File: src/rtl/csa_pkg.sv
// Shared constants and elaboration helpers for the pipelined carry-select adder.
package csa_pkg;

  localparam int DEFAULT_WIDTH = 16;
  localparam int DEFAULT_BLOCK = 4;
  localparam int DEFAULT_NB    = DEFAULT_WIDTH / DEFAULT_BLOCK;

  function automatic int calc_nb(input int width, input int block);
    return width / block;
  endfunction

  // Legal geometry: whole number of blocks, at least one block of at least one bit.
  function automatic bit width_ok(input int width, input int block);
    return (block >= 1) && (width >= block) && ((width % block) == 0);
  endfunction

endpackage

File: src/rtl/carry_select_dual_block.sv
// One carry-select block: sum and carry-out for both possible block carry-ins.
module carry_select_dual_block #(
  parameter int BLOCK = 4
) (
  input  logic [BLOCK-1:0] a,
  input  logic [BLOCK-1:0] b,
  output logic [BLOCK-1:0] sum0,
  output logic             cout0,
  output logic [BLOCK-1:0] sum1,
  output logic             cout1
);

  assign {cout0, sum0} = {1'b0, a} + {1'b0, b};
  assign {cout1, sum1} = {1'b0, a} + {1'b0, b} + {{BLOCK{1'b0}}, 1'b1};

endmodule

File: src/rtl/pipelined_carry_select_adder.sv
// Two-stage carry-select adder: stage 1 registers dual block results, stage 2
// resolves the block carry chain. Valid/ready on both sides, throughput 1.
module pipelined_carry_select_adder
  import csa_pkg::*;
#(
  parameter int WIDTH = DEFAULT_WIDTH,
  parameter int BLOCK = DEFAULT_BLOCK
) (
  input  logic             clk,
  input  logic             rst,
  input  logic             in_valid,
  output logic             in_ready,
  input  logic [WIDTH-1:0] a,
  input  logic [WIDTH-1:0] b,
  input  logic             cin,
  output logic             out_valid,
  input  logic             out_ready,
  output logic [WIDTH-1:0] sum,
  output logic             cout,
  output logic             overflow
);

  localparam int NB = calc_nb(WIDTH, BLOCK);

  if (!width_ok(WIDTH, BLOCK)) begin : g_bad_geometry
    $error("pipelined_carry_select_adder: WIDTH must be a nonzero multiple of BLOCK");
  end

  logic [NB-1:0][BLOCK-1:0] sum0_d, sum1_d, sum0_q, sum1_q;
  logic [NB-1:0]            cout0_d, cout1_d, cout0_q, cout1_q;
  logic                     cin_q, msb_prop_q, s1_valid_q;

  logic [WIDTH-1:0]         sum_d, sum_q;
  logic                     cout_d, cout_q, ovf_d, ovf_q, out_valid_q;

  logic                     s1_en, s2_en, accept;

  // Back-pressure flows from out_ready straight through to in_ready.
  assign s2_en    = !out_valid_q || out_ready;
  assign s1_en    = !s1_valid_q || s2_en;
  assign in_ready = s1_en;
  assign accept   = in_valid && s1_en;

  for (genvar k = 0; k < NB; k++) begin : g_blk
    carry_select_dual_block #(.BLOCK(BLOCK)) u_dual (
      .a     (a[k*BLOCK +: BLOCK]),
      .b     (b[k*BLOCK +: BLOCK]),
      .sum0  (sum0_d[k]),
      .cout0 (cout0_d[k]),
      .sum1  (sum1_d[k]),
      .cout1 (cout1_d[k])
    );
  end

  always_ff @(posedge clk or posedge rst) begin
    if (rst) begin
      s1_valid_q <= 1'b0;
      sum0_q     <= '0;
      sum1_q     <= '0;
      cout0_q    <= '0;
      cout1_q    <= '0;
      cin_q      <= 1'b0;
      msb_prop_q <= 1'b0;
    end else begin
      if (s1_en) s1_valid_q <= accept;
      if (accept) begin
        sum0_q     <= sum0_d;
        sum1_q     <= sum1_d;
        cout0_q    <= cout0_d;
        cout1_q    <= cout1_d;
        cin_q      <= cin;
        msb_prop_q <= a[WIDTH-1] ^ b[WIDTH-1];
      end
    end
  end

  // Carry select chain: each block's true carry-in picks its precomputed half.
  always_comb begin : carry_chain
    logic carry;
    sum_d = '0;
    carry = cin_q;
    for (int k = 0; k < NB; k++) begin
      sum_d[k*BLOCK +: BLOCK] = carry ? sum1_q[k] : sum0_q[k];
      carry                   = carry ? cout1_q[k] : cout0_q[k];
    end
    cout_d = carry;
    ovf_d  = carry ^ (msb_prop_q ^ sum_d[WIDTH-1]);
  end

  always_ff @(posedge clk or posedge rst) begin
    if (rst) begin
      out_valid_q <= 1'b0;
      sum_q       <= '0;
      cout_q      <= 1'b0;
      ovf_q       <= 1'b0;
    end else begin
      if (s2_en) out_valid_q <= s1_valid_q;
      if (s1_valid_q && s2_en) begin
        sum_q  <= sum_d;
        cout_q <= cout_d;
        ovf_q  <= ovf_d;
      end
    end
  end

  assign out_valid = out_valid_q;
  assign sum       = sum_q;
  assign cout      = cout_q;
  assign overflow  = ovf_q;

endmodule

File: config.mk
export PLATFORM = sky130hd
export DESIGN_NAME = pipelined_carry_select_adder
export DESIGN_NICKNAME = d
export VERILOG_FILES = /design/src/rtl/csa_pkg.sv /design/src/rtl/carry_select_dual_block.sv /design/src/rtl/pipelined_carry_select_adder.sv
export SDC_FILE = /design/constraint.sdc
export NUM_CORES = 1
export LEC_CHECK = 0
export CORE_MARGIN = 2
export CORE_UTILIZATION = 55
export CTS_CLUSTER_DIAMETER = 200
export DETAILED_ROUTE_END_ITERATION = 8
export PLACE_DENSITY = 0.82
export SLEW_MARGIN = 15
export SYNTH_ARGS = -nofsm -noshare
export SYNTH_HDL_FRONTEND = slang
export SYNTH_SLANG_ARGS = --single-unit
export TNS_END_PERCENT = 5
File: constraint.sdc
create_clock -name clk -period 4.15 [get_ports clk]
set_clock_uncertainty 0.15 [all_clocks]
set_input_delay 0.83 -clock clk [delete_from_list [all_inputs] [get_ports clk]]
set_output_delay 0.83 -clock clk [all_outputs]
set_load 0.02 [all_outputs]
==> impl_results.md, run 1 <==
* Outcome: complete, no violations
* Seq pwr share at 0.400
* Num rows at 28
* Sw frac at 0.3069
* Total global routing overflow at 0
* GR Layer Usage met1 at 0.2700
* Initial DRC count at 168
* Hold Path Class: reg -> reg
* Syn Area/Cell at 9.752 µm²
* Starting Density at 0.5634
* RSZ-0062 raised after global routing: false
* Total die area at 0.006666 mm²
* Drt pass-1 iters at 4
* Register area share after synthesis at 0.4679
* Crit path kind: in -> out
* Synth warn at 0
* Resized Gates After CTS at 0
* Busiest grt layer: met2
* N_diodes at 0
* Max clock buf depth at 2
* Post-layout min period at 3048 ps
* Share of cells above drive strength 1 at 0.06683
* Via/cell ratio at 5.261
* Tightest Pin Transition at 731.4 ps
* Crit path launch type: primary input
* Post-synth top area share at 0.4679
* Synthesized flop and latch total at 62
* Peak supply drop at 0.3063 mV
* P_int at 1.462 mW
* Setup_tns at 0 ps
* Gpl congestion at 0.8433
* Layout Nets at 460
* Synth-to-Final Area Change at 26.34%
* Leakage power total at 1.985 nW
* Via count at 2,520
* Placed Area at 0.003951 mm²
* Final antenna-violating net count at 0
* Met2 GRT Util at 0.3451
* Initial antenna violation count at 0
* I/O Buffers at 56
* Largest net degree at the start of global routing at 38
* GRT Resource Usage Total at 0.2116
* Relative slew slack at 0.5117
* Number of global-route vias before repair at 2,430
* Core ar. at 0.005886 mm²
* WP data arrival at 2070 ps
* PwrDens at 503.6 mW/mm²
* Post-DP HPWL at 4423 µm
* Die height at 81.65 µm
* Fin area at 0.004189 mm²
* Synth top area cells: dfrtp_1 (47%), nand2_1 (11%), ha_1 (7.5%)
* Crit. End Element: output port
* P_sw at 647.4 µW
* Max Cap Viol at 0
* CTS Hold Buffers Added at 0
* Slew Viols, Final at 0
* F_max at 328.1 MHz
* Final worst path period share at 0.7344
* Final setup fails at 0
* Max FO, Critical Path at 4
* Root Driver: clkbuf_8
* CTS clk-pin slew, worst paths at 60 ps
* Chip width at 81.65 µm
* Netlist Area Pre-Place at 0.003316 mm²
* Worst-Skew Late Latency at 330 ps
* Clock power frac at 0.298
* Final Hold Fails at 0
* Drc violations at 0
* Clock buffer count from CTS at 9
* Routed WL per cell at 12.80 µm
* Synth area leader: dfrtp_1
* Critical Path RT at 3170 ps
* Cells after Synth at 340
* Routing usage on met3 at 0.05495
* Clock sink count at 62
* Postcts setup bufs at 0
* IO Pins at 57
* CTS tree: built
* Routed WL at 6133 µm
* H-tree depth at 3
* Post-Syn Nets at 401
* First-pass GRT wire length at 10,660 µm
* Synth unique cells at 37
* Part of the power in combinational logic at 0.302
==> cells in the final DEF, fill, tap and decap left out, types with 4 or more instances in the layout <==
cell type,count
xnor2_1,13
a21o_1,8
fa_1,4
o21ai_1,5
nand2_1,97
xor2_1,6
mux2i_1,18
inv_1,10
nand3_1,5
clkbuf_8,9
clkdlybuf4s50_1,56
o21ai_0,29
buf_4,5
nand2b_1,5
ha_1,20
dfrtp_1,62
a21oi_1,9
==> power by group through the flow <==
stage / Combinational (mW) / Clock (mW) / Sequential, mW
floorplan: 0.345 / 0 / 0.907
global placement: 0.626 / 0 / 0.846
detailed placement: 0.640 / 0 / 0.854
CTS: 0.647 / 0.643 / 0.845
global route: 0.713 / 0.679 / 0.861
finish: 0.638 / 0.629 / 0.843
==> flip-flops by register name (all words and copies together), names as in the netlist <==
| register | count |
|---|---|
| cin_q | 1 |
| cout | 1 |
| cout0_q | 4 |
| cout1_q | 4 |
| msb_prop_q | 1 |
| out_valid | 1 |
| overflow | 1 |
| s1_valid_q | 1 |
| sum | 16 |
| sum0_q | 16 |
| sum1_q | 16 |
==> final cells by class <==
| class | count | area [µm²] |
|---|---|---|
| repair buffers | 61 | 598.1 |
| flip-flops and latches | 62 | 1551 |
| well taps | 75 | 93.84 |
| inverters | 11 | 41.29 |
| clock buffers | 10 | 127.6 |
| clock inverters | 6 | 110.1 |
| multi-input cells | 254 | 1667 |
| fillers | 431 | 1697 |
==> worst paths after layout <==
check                      startpoint         to  slack (ps)  cells past startpoint
max in group asynchronous         rst  sum0_q[4]        2240                      3
min in group asynchronous         rst    sum[15]         790                      2
hold reg to reg             sum0_q[8]  sum0_q[8]         330                      2
setup / recovery            out_ready   in_ready        1100                      3
setup reg to reg                cin_q   overflow        1540                      5
hold / removal              sum0_q[8]  sum0_q[8]         330                      2
==> worst max-delay path, stage by stage <==
cell	delay, ps
clkdlybuf4s50_1	460
nand3b_1	150
clkdlybuf4s50_1	620
==> routing by layer <==
metal | vias up | wire length (µm)
li1 | 1268 | -
met1 | 1200 | 2774
met2 | 46 | 3091
met3 | 6 | 214
met4 | 0 | 53
met5 | - | 0
==> synth_stat cells (all sizes together) <==
cell / n
clkbuf: 11
nor2: 3
a21boi: 1
nand4: 2
o21a: 2
a211o: 2
nand2: 97
nand3b: 1
a211oi: 1
nor3: 2
a22oi: 1
or3: 2
xnor2: 13
fa: 4
o211ai: 1
dfrtp: 62
or4: 1
o21ai: 34
nand2b: 5
inv: 11
o22ai: 1
buf: 2
mux2i: 21
nand3: 5
mux2: 2
and2: 2
a31oi: 2
nor2b: 2
ha: 20
a21oi: 9
and4: 2
a21o: 8
o31ai: 2
xor2: 6
==> logic make-up (layout without fill, tap and decap cells) <==
logic type / count (synthesis) / count (layout) / share of synthesized area
DFF: 62 / 62 / 0.4679
muxes: 23 / 23 / 0.08151
AOI/OAI and AO/OA: 64 / 64 / 0.1132
buffers and inverters: 24 / 88 / 0.02943
and+or+nand+nor: 124 / 124 / 0.1581
adders and majority gates: 24 / 24 / 0.09962
xor gates and xnor gates: 19 / 19 / 0.05019
==> per-stage QoR <==
step / power (mW) / instances / setup WS [ps] / hold slack [ps] / util
2_1_floorplan: 1.252 / 340 / 1525 / 295.0 / -
6_report: 2.110 / 479 / 1102 / 325.3 / 0.7117
3_3_place_gp: 1.472 / 463 / 1011 / 308.6 / 0.6713
4_1_cts: 2.135 / 479 / 1099 / 327.2 / 0.7117
3_5_place_dp: 1.494 / 463 / 904.5 / 312.1 / 0.6713
5_1_grt: 2.254 / 479 / 1052 / 354.3 / 0.7117
Note: power is estimated with default switching activity, not from simulation.
==> run 2, diff against run 1 <==
Settings changed: CORE_UTILIZATION 55 to 48, PLACE_DENSITY 0.82 to 0.76.
Clock period 4.15 ns to 2.58 ns, I/O delays scaled along.
==> impl_results.md, run 2 (synthesized netlist as in run 1, its figures left out) <==
* Outcome: complete, no violations (unchanged)
* P_sw at 1.007 mW (was 647.4 µW)
* Seq pwr share at 0.433 (was 0.400)
* P_int at 2.116 mW (was 1.462 mW)
* Routed WL per cell at 12.43 µm (was 12.80 µm)
* Drt pass-1 iters at 4 (unchanged)
* Commonest non-fill, non-tap cell in the layout: nand2_1 (unchanged)
* WP data arrival at 2560 ps (was 2070 ps)
* CP max stage cell: or4_4 (was clkdlybuf4s50_1)
* First-pass GRT wire length at 11,070 µm (was 10,660 µm)
* Max clock buf depth at 2 (unchanged)
* Hold Path Class: reg -> reg (unchanged)
* Part of the power in combinational logic at 0.347 (was 0.302)
* CP most frequent cell: inv_1 (was clkdlybuf4s50_1)
* Post-layout min period at 2479 ps
* Clock buffer count from CTS at 9 (unchanged)
* Most frequent cells in the layout: nand2_1 (97), dfrtp_1 (62), clkdlybuf4s50_1 (56) (unchanged)
* Routed WL at 6180 µm (was 6133 µm)
* Slew Viols, Final at 0 (unchanged)
* Crit Reg-Reg Startpoint: cin_q (unchanged)
* Via count at 2,582 (was 2,520)
* WP buf/inv at 4 (was 2)
* Clock power frac at 0.220 (was 0.298)
* Relative slew slack at 0.7630 (was 0.5117)
* Number of global-route vias before repair at 2,638 (was 2,430)
* Postcts setup bufs at 0 (unchanged)
* I/O Buffers at 56 (unchanged)
* Via/cell ratio at 5.195 (was 5.261)
* N_diodes at 0 (unchanged)
* Sw frac at 0.3224 (was 0.3069)
* Cells along the critical path: clkdlybuf4s50_1, ha_2, inv_1, fa_1, inv_2, ha_4, inv_1, or4_4, o211ai_1 (was clkdlybuf4s50_1, nand3b_1, clkdlybuf4s50_1)
* Initial DRC count at 148 (was 168)
* Max Cap Viol at 0 (unchanged)
* Final Hold Fails at 0 (unchanged)
* Filler Cell Count at 560 (was 431)
* Final Util at 0.6300 (was 0.7117)
* Worst-Skew Late Latency at 330 ps (about the same)
* Total global routing overflow at 0 (unchanged)
* Fin Hold WS at 325.4 ps (was 325.3 ps)
* PwrDens at 733.5 mW/mm² (was 503.6 mW/mm²)
* Clock sink count at 62 (unchanged)
* Slowest stage delay, CP at 510 ps (was 620 ps)
* Share of cells above drive strength 1 at 0.1031 (was 0.06683)
* Critical Path RT at 2670 ps (was 3170 ps)
* H-tree depth at 3 (unchanged)
* CTS tree: built (unchanged)
* Leakage power total at 2.031 nW (was 1.985 nW)
* Num rows at 30 (was 28)
* Layout Nets at 475 (was 460)
* IO Pins at 57 (unchanged)
* Post-DP HPWL at 4789 µm (was 4423 µm)
* Crit. End Element: register (was output port)
* Final worst path period share at 0.9608
* Root Driver: clkbuf_8 (unchanged)
* Inst Count DP at 483 (was 463)
* GRT Resource Usage Total at 0.1847 (was 0.2116)
* Worst setup startpoint: a[4] (was out_ready)
* Tightest Pin Transition at 348.1 ps (was 731.4 ps)
* RSZ-0062 raised after global routing: false (unchanged)
* Max FO, Critical Path at 2 (was 4)
* Total die area at 0.007588 mm² (was 0.006666 mm²)
* Final antenna-violating net count at 0 (unchanged)
* Cell family with most CP delay: adder cells (was buffers and inverters)
* Crit path kind: in -> reg (was in -> out)
* Crit path launch type: primary input (unchanged)
* Hold Startpoint: sum0_q[4] (was sum0_q[8])
* Die height at 87.11 µm (was 81.65 µm)
* Filler-free cell count of the finished design at 497 (was 479)
* Peak supply drop at 0.4400 mV (was 0.3063 mV)
* CTS clk-pin slew, worst paths at 60 ps (about the same)
* Core ar. at 0.006756 mm² (was 0.005886 mm²)
* Final setup fails at 0 (unchanged)
* Synth-to-Final Area Change at 28.38% (was 26.34%)
* Chip width at 87.11 µm (was 81.65 µm)
* Drc violations at 0 (unchanged)
* F_max at 403.4 MHz
* Largest net degree at the start of global routing at 63 (was 38)
* Gpl congestion at 0.7843 (was 0.8433)
* Starting Density at 0.4907 (was 0.5634)
* Initial antenna violation count at 0 (unchanged)
-- run 2: changes by cell type in the layout (fill, tap and decap cells not counted), sizes merged --
cell      previous run  this run
buf                  5        20
bufinv               3         0
clkbuf              10        12
clkinvlp             2         0
clkinv               1         2
-- run 2: power by group through the flow --
stage / Clock, mW / Sequential [mW] / Combinational, mW
2_1_floorplan: 0 / 1.46 / 0.556
3_3_place_gp: 0 / 1.36 / 1.06
3_5_place_dp: 0 / 1.37 / 1.09
4_1_cts: 0.710 / 1.35 / 1.09
5_1_grt: 0.755 / 1.38 / 1.21
6_report: 0.688 / 1.35 / 1.08
-- run 2: worst paths after layout --
kind                       slack, ps  cells after the start         end
hold / removal                   330                      2   sum0_q[4]
max in group asynchronous       1600                      3   sum0_q[0]
min in group asynchronous        420                      3     sum[11]
hold reg to reg                  330                      2   sum0_q[4]
setup reg to reg                 370                      5    overflow
setup / recovery                 100                      9  cout1_q[1]
-- run 2: metal layers --
metal | vias up | global-route usage | wire [µm]
met5 | - | 0 | 0
met1 | 1236 | 0.2258 | 2817
met4 | 0 | 0.08392 | 99
met3 | 9 | 0.03318 | 145
li1 | 1294 | - | -
met2 | 43 | 0.3178 | 3117
-- run 2: layout make-up --
class,count,area (µm²),area share
inverter,11,41.29,0.009700
clock inverter,2,10.01,0.002352
sequential,62,1551,0.3645
clock buffer,12,145.1,0.03410
timing repair buffer,76,723.2,0.1699
tap,80,100.1,0.02352
multi-input combinational,254,1685,0.3959
-- run 2: metrics by stage --
stage	power (mW)	worst slack [ps]	cell area [µm²]	TNS (ps)
final	3.122	101.2	4257	0
after global routing	3.343	12.40	4257	0
after CTS	3.155	101.3	4238	0
after detailed placement	2.459	-250.2	4083	-455.8
after global placement	2.418	-155.3	4083	-225.3
after floorplan	2.015	269.3	3316	0
-- run 2: worst reg2reg max path, stage by stage, from the launching register on --
cell	delay (ps)
dfrtp_1	410
mux2i_4	410
mux2i_4	380
mux2i_4	410
a21oi_1	90
a211o_1	270
-- run 2: repair_timing --
item / CTS / global route
resized for setup: 0 / 5
hold buffers: 0 / 0
endpoints found under the setup margin: 0 / 1
==> run 3, diff against run 2 <==
Settings changed: REMOVE_ABC_BUFFERS set to 1.
==> impl_results.md, run 3 (synthesized netlist as in run 1, its figures left out) <==
* Crit Reg-Reg Startpoint: cin_q (unchanged)
* H-tree depth at 3 (unchanged)
* IO Pins at 57 (unchanged)
* Core ar. at 0.006756 mm² (unchanged)
* Via count at 2,599 (was 2,582)
* Part of the power in combinational logic at 0.318 (was 0.347)
* Num rows at 30 (unchanged)
* Critical Path RT at 2680 ps (was 2670 ps)
* Slowest stage delay, CP at 520 ps (was 510 ps)
* Setup_tns at 0 ps (unchanged)
* Via/cell ratio at 5.147 (was 5.195)
* Routed WL per cell at 12.54 µm (was 12.43 µm)
* Max clock buf depth at 2 (unchanged)
* Drt pass-1 iters at 4 (unchanged)
* Pre-CTS WS at -239.1 ps (was -250.2 ps)
* CTS clk-pin slew, worst paths at 60 ps (about the same)
* Peak supply drop at 0.3434 mV (was 0.4400 mV)
* Hold Path Depth at 2 (unchanged)
* Commonest non-fill, non-tap cell in the layout: nand2_1 (unchanged)
* Synth-to-Final Area Change at 31.55% (was 28.38%)
* Chip width at 87.11 µm (unchanged)
* Fin Hold WS at 324.3 ps (was 325.4 ps)
* Clock buffer count from CTS at 9 (unchanged)
* F_max at 405.8 MHz (was 403.4 MHz)
* Post-DP HPWL at 4837 µm (was 4789 µm)
* Relative slew slack at 0.6289 (was 0.7630)
* Tightest Pin Transition at 555.8 ps (was 348.1 ps)
* Final Util at 0.6456 (was 0.6300)
* Die height at 87.11 µm (unchanged)
* CP max stage cell: or4_1 (was or4_4)
* Final antenna-violating net count at 0 (unchanged)
* Reg2Reg Depth at 5 (unchanged)
* Cells along the critical path: clkdlybuf4s50_1, ha_1, inv_1, fa_1, inv_1, ha_1, inv_1, or4_1, o211ai_1 (was clkdlybuf4s50_1, ha_2, inv_1, fa_1, inv_2, ha_4, inv_1, or4_4, o211ai_1)
* Total die area at 0.007588 mm² (unchanged)
* Number of global-route vias before repair at 2,523 (was 2,638)
* Layout Nets at 481 (was 475)
* PwrDens at 784.2 mW/mm² (was 733.5 mW/mm²)
* Largest net degree at the start of global routing at 32 (was 63)
* Clock power frac at 0.287 (was 0.220)
* CTS tree: built (unchanged)
* Clock sink count at 62 (unchanged)
* Max FO, Critical Path at 2 (unchanged)
* I/O Buffers at 56 (unchanged)
* Sw frac at 0.3037 (was 0.3224)
* First-pass GRT wire length at 11,120 µm (was 11,070 µm)
* Initial antenna violation count at 0 (unchanged)
* CP most frequent cell: inv_1 (unchanged)
* Hold Startpoint: sum1_q[13] (was sum0_q[4])
* Resized Gates After CTS at 0 (unchanged)
* RSZ-0062 raised after global routing: false (unchanged)
* Hold Path Class: reg -> reg (unchanged)
* Crit path launch type: primary input (unchanged)
* Max Cap Viol at 0 (unchanged)
* Slew Viols, Final at 0 (unchanged)
* Total global routing overflow at 0 (unchanged)
* Initial DRC count at 96 (was 148)
* Worst-Skew Late Latency at 330 ps (about the same)
* Root Driver: clkbuf_8 (unchanged)
* Crit path kind: in -> reg (unchanged)
* Outcome: complete, no violations (unchanged)
* N_diodes at 0 (unchanged)
* GRT Resource Usage Total at 0.1884 (was 0.1847)
* Routed WL at 6333 µm (was 6180 µm)
* WP buf/inv at 4 (unchanged)
* R2r endpoint: overflow (unchanged)
* Starting Density at 0.4907 (unchanged)
* Final Hold Fails at 0 (unchanged)
* WP data arrival at 2560 ps (about the same)
* Seq pwr share at 0.395 (was 0.433)
* Cell family with most CP delay: adder cells (unchanged)
* P_sw at 1.039 mW (was 1.007 mW)
* Final setup fails at 0 (unchanged)
* CTS Hold Buffers Added at 0 (unchanged)
* R2R Setup Slk at 340 ps (was 370 ps)
* Final worst slack at 115.8 ps (was 101.2 ps)
* Most frequent cells in the layout: nand2_1 (97), dfrtp_1 (62), clkdlybuf4s50_1 (56) (unchanged)
* Share of cells above drive strength 1 at 0.1129 (was 0.1031)
* Post-layout min period at 2464 ps (was 2479 ps)
* Crit. End Element: register (unchanged)
* P_int at 2.382 mW (was 2.116 mW)
* Min-Delay Endpoint: sum1_q[13] (was sum0_q[4])
* Leakage power total at 2.098 nW (was 2.031 nW)
* Postcts setup bufs at 0 (unchanged)
* Gpl congestion at 0.7621 (was 0.7843)
* Final worst path period share at 0.9551 (was 0.9608)
* Drc violations at 0 (unchanged)
-- run 3: cell count changes in the layout (fill, tap and decap cells not counted) --
cell       previous run  this run
inv_1                 9        10
clkbuf_1              2         1
ha_2                  1         0
clkbuf_8             10        12
inv_2                 2         1
or4_4                 1         0
ha_1                 18        20
bufinv_16             0         2
buf_4                19        25
clkinv_2              2         1
ha_4                  1         0
or4_1                 0         1
-- run 3: how the worst max path moves through the flow --
| stage | from | end | cells after the start |
|---|---|---|---|
| floorplan | out_ready | cout1_q[1] | 4 |
| global placement | a[4] | cout1_q[1] | 9 |
| detailed placement | a[4] | cout1_q[1] | 9 |
| CTS | a[4] | cout1_q[1] | 9 |
| global route | b[4] | cout1_q[1] | 9 |
| finish | a[4] | cout1_q[1] | 9 |
-- run 3: area by class of cell --
cell class / instances / area (µm²)
multi-input cells: 254 / 1667
well taps: 80 / 100.1
flip-flops and latches: 62 / 1551
clock buffers: 13 / 168.9
repair buffers: 82 / 768.2
clock inverters: 3 / 65.06
inverters: 11 / 41.29
fillers: 569 / 2395
-- run 3: power groups by stage --
stage	registers [mW]	logic [mW]	clock network (mW)
6_report	1.35	1.09	0.983
5_1_grt	1.38	1.20	1.05
4_1_cts	1.35	1.10	1.00
3_5_place_dp	1.37	1.09	0
3_3_place_gp	1.36	1.06	0
2_1_floorplan	1.46	0.538	0
-- run 3: worst reg2reg max path: stages, from the launching register on --
cell and delay [ps]:
dfrtp_1 420, mux2i_4 300, mux2i_4 410, mux2i_4 480, a21oi_1 90, a211o_1 270
-- run 3: per-stage QoR --
stage                     instances  total power, mW  cell area (µm²)
after floorplan                 327            2.002             3259
after global placement          489            2.422             4128
after detailed placement        489            2.461             4128
after CTS                       505            3.455             4362
after global routing            505            3.635             4362
final                           505            3.421             4362
-- run 3: layer usage --
| layer | routed length [µm] | vias to the layer above | track usage | share of wire |
|---|---|---|---|---|
| met5 | 0 | - | 0 | 0 |
| met4 | 130 | 0 | 0.08811 | 0.021 |
| met3 | 188 | 10 | 0.03602 | 0.030 |
| met2 | 3085 | 49 | 0.3123 | 0.49 |
| met1 | 2928 | 1227 | 0.2380 | 0.46 |
| li1 | - | 1313 | - | - |
